File: src/rtl/stall_flush_controller.sv
// Pipeline hazard controller: load-use bubbles, branch flushes and memory-wait freezes,
// with saturating performance counters for stall, flush and wait cycles.
module stall_flush_controller #(
  parameter int LOAD_STALL_CYCLES = 1,
  parameter int CNT_W             = 16
) (
  input  logic             clk,
  input  logic             reset,
  input  logic             memread_id,
  input  logic [4:0]       rd_id,
  input  logic [4:0]       rs1_if,
  input  logic [4:0]       rs2_if,
  input  logic             jump_ex,
  input  logic             mem_busy,
  input  logic             clear_counters,
  output logic             enable_pc,
  output logic             enable_if,
  output logic             enable_control,
  output logic             enable_pipe,
  output logic             flush_if,
  output logic             flush_id,
  output logic [1:0]       state_o,
  output logic [CNT_W-1:0] stall_cnt,
  output logic [CNT_W-1:0] flush_cnt,
  output logic [CNT_W-1:0] wait_cnt
);

  typedef enum logic [1:0] {
    RUN    = 2'd0,
    LSTALL = 2'd1,
    MWAIT  = 2'd2
  } state_t;

  localparam logic [1:0]       STALL_INIT = 2'(LOAD_STALL_CYCLES - 1);
  localparam logic [CNT_W-1:0] CNT_MAX    = {CNT_W{1'b1}};

  state_t     state_reg, state_next;
  logic [1:0] remaining_reg, remaining_next;
  logic       flush_pending_reg, flush_pending_next;
  logic       hazard;

  assign hazard = memread_id && (rd_id != 5'd0) &&
                  ((rd_id == rs1_if) || (rd_id == rs2_if));

  always_ff @(posedge clk or posedge reset) begin
    if (reset) begin
      state_reg         <= RUN;
      remaining_reg     <= 2'd0;
      flush_pending_reg <= 1'b0;
    end else begin
      state_reg         <= state_next;
      remaining_reg     <= remaining_next;
      flush_pending_reg <= flush_pending_next;
    end
  end

  always_comb begin
    state_next         = RUN;
    remaining_next     = 2'd0;
    flush_pending_next = flush_pending_reg;
    enable_pc          = 1'b1;
    enable_if          = 1'b1;
    enable_control     = 1'b1;
    enable_pipe        = 1'b1;
    flush_if           = 1'b0;
    flush_id           = 1'b0;

    if (mem_busy) begin
      enable_pc   = 1'b0;
      enable_if   = 1'b0;
      enable_pipe = 1'b0;
      state_next  = MWAIT;
      if (jump_ex) flush_pending_next = 1'b1;
    end else if (state_reg == MWAIT) begin
      // Exit cycle runs with defaults; a jump resolving here is deferred, not lost.
      if (jump_ex) flush_pending_next = 1'b1;
    end else if (jump_ex || flush_pending_reg) begin
      flush_if           = 1'b1;
      flush_id           = 1'b1;
      flush_pending_next = 1'b0;
    end else if (state_reg == LSTALL) begin
      enable_pc      = 1'b0;
      enable_if      = 1'b0;
      enable_control = 1'b0;
      if (remaining_reg > 2'd1) begin
        state_next     = LSTALL;
        remaining_next = remaining_reg - 2'd1;
      end
    end else if (hazard) begin
      enable_pc      = 1'b0;
      enable_if      = 1'b0;
      enable_control = 1'b0;
      if (LOAD_STALL_CYCLES > 1) begin
        state_next     = LSTALL;
        remaining_next = STALL_INIT;
      end
    end

    // Reset squashes everything in flight and holds the pipeline still.
    if (reset) begin
      enable_pc      = 1'b0;
      enable_if      = 1'b0;
      enable_control = 1'b0;
      enable_pipe    = 1'b0;
      flush_if       = 1'b1;
      flush_id       = 1'b1;
    end
  end

  assign state_o = state_reg;

  logic [2:0]            cnt_inc;
  logic [2:0][CNT_W-1:0] cnt_val;

  assign cnt_inc = {mem_busy, flush_if, ~enable_control};

  generate
    for (genvar gi = 0; gi < 3; gi++) begin : g_cnt
      logic [CNT_W-1:0] cnt_reg;

      always_ff @(posedge clk or posedge reset) begin
        if (reset) begin
          cnt_reg <= '0;
        end else if (clear_counters) begin
          cnt_reg <= '0;
        end else if (cnt_inc[gi] && (cnt_reg != CNT_MAX)) begin
          cnt_reg <= cnt_reg + 1'b1;
        end
      end

      assign cnt_val[gi] = cnt_reg;
    end
  endgenerate

  assign stall_cnt = cnt_val[0];
  assign flush_cnt = cnt_val[1];
  assign wait_cnt  = cnt_val[2];

endmodule

File: config.mk
export PLATFORM = sky130hd
export DESIGN_NAME = stall_flush_controller
export DESIGN_NICKNAME = d
export VERILOG_FILES = /design/src/rtl/stall_flush_controller.sv
export SDC_FILE = /design/constraint.sdc
export NUM_CORES = 1
export LEC_CHECK = 0
export CAP_MARGIN = 0
export CORE_ASPECT_RATIO = 2
export CORE_UTILIZATION = 30
export DETAILED_ROUTE_END_ITERATION = 8
export PLACE_DENSITY = 0.6
export SKIP_LAST_GASP = 1
export SYNTH_ARGS = -nofsm -noshare
export SYNTH_HDL_FRONTEND = slang
export SYNTH_SLANG_ARGS = --single-unit
File: constraint.sdc
create_clock -name clk -period 2.7 [get_ports clk]
set_input_delay 0.27 -clock clk [delete_from_list [all_inputs] [get_ports clk]]
set_output_delay 0.27 -clock clk [all_outputs]
set_load 0.02 [all_outputs]
# == Word level (Yosys, flattened, before mapping) ==
# Index checks and enable logic that the tools add are counted.
# word_totals
reg_bits,53
latchBits,0
ram_bits,0
mem_bits_ro,0
inputBits,21
output_inout_bits,56
word_cells,65
n_memories,0
# op_classes
add_sub_neg,4
multipliers,0
div,0
n_lt_le_gt_ge,1
n_eq_ne,7
shifts,0
muxes,34
bitwise,1
n_reduce_logical,12
# op_table
op,count
$mux W16,6
$add A16 B1 Y16 const B,3
$ne A16 B16 Y1 const B,3
$mux W1,22
$mux W2,6
$eq A5 B5 Y1,2
$reduce_bool A2 Y1,3
$logic_and A1 B1 Y1,5
$reduce_bool A5 Y1,1
$reduce_bool A3 Y1,1
$eq A2 B1 Y1 const B,1
$eq A2 B2 Y1 const B,1
$gt A2 B1 Y1 const B,1
$logic_or A1 B1 Y1,2
$sub A2 B1 Y2 const B,1
$not A1 Y1,1

# == Longest topological paths before layout ==
# logic_depth
depth_word,13
mapped_depth,9

# == Least setup slack after synthesis ==
# Ideal clock, no wire load.
# synth_path
path_kind,input -> output
startpoint,input port rd_id[1]
endpoint,output port enable_pc
arrival_ns,2.247
setup_slack_ns,0.183
path_stages,6
n_path_buf,1
path_cell_list,or4_1 -> o21ai_0 -> nor2_1 -> maj3_1 -> a21boi_0 -> buf_4
# synth_via
elab_chain_cells,9
# synth_rtl
item,line,rtl
start: declaration,10,"input logic [4:0] rd_id,"
$eq A5 B5 Y1 / $reduce_bool A5 Y1 (equally long branches),"43, 42",
$logic_or A1 B1 Y1 / $logic_and A1 B1 Y1 (equally long branches),"43, 42",
$logic_and A1 B1 Y1 *,42,assign hazard = memread_id && (rd_id != 5'd0) &&
$mux W1 * (6 in a row),--,
end: declaration,16,"output logic enable_pc,"
# Every way passes the cells marked *; elsewhere a longest branch is shown, timed or not.

# == Final worst setup path ==
# layout_path
startpoint,input port rd_id[1]
endpoint,output port enable_pc
# layout_via
elab_chain_cells,9
# layout_rtl
item,line,rtl
$eq A5 B5 Y1 / $reduce_bool A5 Y1 (equally long branches),"43, 42",
$logic_or A1 B1 Y1 / $logic_and A1 B1 Y1 (equally long branches),"43, 42",
$logic_and A1 B1 Y1 *,42,
$mux W1 *,89,end else if (hazard) begin
$mux W1 *,81,end else if (state_reg == LSTALL) begin
$mux W1 *,77,end else if (jump_ex || flush_pending_reg) begin
$mux W1 *,74,end else if (state_reg == MWAIT) begin
$mux W1 *,68,if (mem_busy) begin
$mux W1 *,100,if (reset) begin
# Marked as above.

==> metrics.log <==
INFO  metric tritoncts.num_buffers = 5
INFO  metric register_area = 1330 um2
INFO  metric vdd_ir_drop_max = 0.000273 V
INFO  metric diodes = 0
INFO  metric syn_inst = 323
INFO  metric insertion_delay = 0.29 ns
INFO  metric globalRouteTotalUtil = 0.150
INFO  metric synth_async_sr_flop_share = 1.00
INFO  metric cellInternalPower = 1.27 mW
INFO  metric chipHeight = 142 um
INFO  metric fin_skew = 0.00793 ns
INFO  metric cts.path.max_buffers = 2
INFO  metric design.die.area = 10200 um2
INFO  metric final_net_count = 428
INFO  metric combinationalPowerShare = 0.112
INFO  metric seq_power_share = 0.486
INFO  metric detailedRoute.firstPassIterationCount = 4
INFO  metric final_min_period_over_clock_period = 0.941
INFO  metric fin_crit = 2.54 ns
INFO  metric ctsHtreeMaxLevel = 2
INFO  metric worst_ep_required_time = 2.43 ns
INFO  metric grt_max_degree = 54
INFO  metric hp-class = reg -> reg
INFO  metric final.setup.worst_slack = 0.159 ns
INFO  metric maxSlewHeadroom = 0.532
INFO  metric power.clock.fraction = 0.402
INFO  metric drive_above_1_share = 0.101
INFO  metric clkSinkCount = 53
INFO  metric area.growth.synth_to_final = 37.6%
INFO  metric finalSetupTns = 0 ns
INFO  metric setup-violations-final = 0
INFO  metric start_util = 0.310
INFO  metric wl_per_cell = 13.7 um
INFO  metric fp.dieW = 71.8 um
INFO  metric synth-seq-cells = 53
INFO  metric root_buffer = clkbuf_16
INFO  metric post_synth.cell_area_avg = 9.06 um2
INFO  metric cpPeakStageDelay = 0.56 ns
INFO  metric routabilityCongestion = 0.808
INFO  metric cpMaxStageDelayCell = or4_1
INFO  metric route.final.wire_length = 7.32 mm
INFO  metric detail_route.iter0.violations = 130
INFO  metric worst_hold_slack = 0.423 ns
INFO  metric drv_slew = 0
INFO  metric yosys_warnings = 0
INFO  metric synth_enable_flop_cells = 0
INFO  metric cp-start-kind = primary input
INFO  metric multi_input_comb_area = 1500 um2
INFO  metric max_slew.worst_pin.slew = 0.701 ns
INFO  metric globalRoute.totalOverflow = 0
INFO  metric post_synth_num_cell_types = 40
INFO  metric crit_type = in -> out
INFO  metric p_per_area = 419 nW/um2
INFO  metric outcome = completed
INFO  metric crit_fanout = 3
INFO  metric clkSlewWorstSetupHoldPaths = 0.07 ns
INFO  metric synth.net_count = 347
INFO  metric synth-main-ff-cell = dfrtp_1
INFO  metric antenna_found_initial = 0
INFO  metric synthesis.area = 2930 um2
INFO  metric total_via_count_after_detailed_routing = 2558
INFO  metric drc = 0
INFO  metric dp.final_hpwl = 5.57 mm
INFO  metric number_of_global_route_vias_before_repair = 2594
INFO  metric grt_pass1_wl = 12.0 mm
INFO  metric max_clock_freq = 0.393 GHz
INFO  metric cts_tree = built
INFO  metric cellLeakagePower = 1.66 nW
INFO  metric post_drt_via_cell_ratio = 4.78
INFO  metric detailedPlace.worstSlack = -0.517 ns
INFO  metric ant_nets = 0
INFO  metric max_cap_viol_count = 0
INFO  metric instance_area_after_placement = 3870 um2
INFO  metric rsz0062_at_grt = false
INFO  metric number_of_core_rows = 50
INFO  metric hold_violations = 0
INFO  metric power.switching_fraction = 0.248
INFO  metric final_area = 4030 um2
INFO  metric port_buffers = 76
INFO  metric worst_setup_path_end_kind = output pin
INFO  metric floorplan.core_area = 9450 um2
INFO  metric boundaryPins = 77
INFO  metric cts-hold-fix-buffers = 0
INFO  metric switchingPower = 0.418 mW
INFO  metric path_cells = clkdlybuf4s50_1, or4_1, o21ai_1, nor2_1, maj3_1, a21boi_2, clkbuf_2
INFO  metric utilization = 0.426
INFO  metric final.fill_count = 947
INFO  metric yosysSeqAreaShare = 0.453
INFO  metric worst-endpoint-arrival = 2.27 ns
INFO  metric ff2ff_setup_slack = 0.31 ns
final timing paths:
path / start / to / cells past startpoint
max reg2reg: stall_cnt[2] / stall_cnt[12] / 6
min in group asynchronous: reset / wait_cnt[14] / 3
max in group asynchronous: reset / flush_cnt[11] / 3
min reg2reg: remaining_reg[0] / remaining_reg[0] / 1
max: rd_id[1] / enable_pc / 7
min: remaining_reg[0] / remaining_reg[0] / 1
per-layer routing:
layer / up-vias / part of all wire / track usage
met5: - / 0 / 0
met4: 0 / 0.025 / 0.0784
met3: 13 / 0.025 / 0.0206
met2: 46 / 0.59 / 0.293
met1: 1233 / 0.36 / 0.148
li1: 1266 / - / -
Yosys cell counts (2+ instances only):
master	instances	share of area
nand2_1	18	0.023
ha_1	3	0.013
o21ai_0	6	0.010
or4_1	6	0.015
nor2b_1	10	0.021
nor4_1	6	0.013
mux2_2	9	0.035
nor2_1	56	0.072
mux2i_1	2	0.0068
xnor2_1	16	0.048
dfrtp_1	53	0.45
or3_1	5	0.011
clkbuf_1	11	0.014
inv_1	10	0.013
and3_1	14	0.030
and2_1	2	0.0043
o31ai_1	5	0.013
a21oi_1	14	0.024
nor3_1	9	0.015
buf_4	2	0.0051
nand4_1	9	0.019
xor2_1	21	0.063
nand3_1	17	0.029
a31oi_1	3	0.0064
stage by stage:
| stage | std cells | power, mW |
|---|---|---|
| 2_1_floorplan | 323 | 0.929 |
| 3_3_place_gp | 527 | 1.03 |
| 3_5_place_dp | 527 | 1.03 |
| 4_1_cts | 535 | 1.72 |
| 5_1_grt | 535 | 1.77 |
| 6_report | 535 | 1.69 |
cells in the final DEF (no fill, tap or decap), types with 5 or more instances in the layout:
master           count
buf_4               14
clkbuf_16            5
nor4_1               6
a21oi_1             14
mux2_2               9
xor2_1              21
nor2_1              56
dfrtp_1             53
and3_1              14
nor2b_1             10
clkdlybuf4s50_1     72
or3_1                5
nand4_1              9
nand3_1             17
o21ai_0              5
or4_1                6
inv_1                8
nand2_1             18
xnor2_1             16
nor3_1               9
worst max-delay path: cells and delay by family:
family / cells / cell delay (ns)
and+or+nand+nor: 2 / 0.62
AOI/OAI and AO/OA: 2 / 0.36
adders and majority gates: 1 / 0.37
buffers and inverters: 2 / 0.65
power by group through the flow:
stage / Clock (mW) / Combinational, mW / Sequential (mW)
floorplan: 0 / 0.0844 / 0.845
global placement: 0 / 0.191 / 0.836
detailed placement: 0 / 0.193 / 0.836
CTS: 0.705 / 0.193 / 0.820
global route: 0.736 / 0.210 / 0.821
finish: 0.677 / 0.189 / 0.820
cells by family (layout without fill, tap and decap cells):
group	after synthesis	in the layout	synth area share
AO/OA/AOI/OAI	33	33	0.0680
XOR/XNOR	37	37	0.111
adder cells (fa/ha/maj)	4	4	0.0162
buffers and inverters	26	108	0.0389
flip-flops	53	53	0.453
multiplexers	11	11	0.0415
AND/OR/NAND/NOR	159	159	0.271
timing repair:
action                     CTS  global route
gates resized for setup      8             5
setup buffers                0             0
cloned                       0             0
setup endpoints to repair    3             8
cell type report:
class,instances,area share
timing repair buffer,90,0.211
sequential,53,0.329
inverter,10,0.00932
clock inverter,2,0.00435
clock buffer,6,0.0345
tap,130,0.0404
multi-input combinational,244,0.371
No activity file was read; power rests on OpenSTA's default activity.
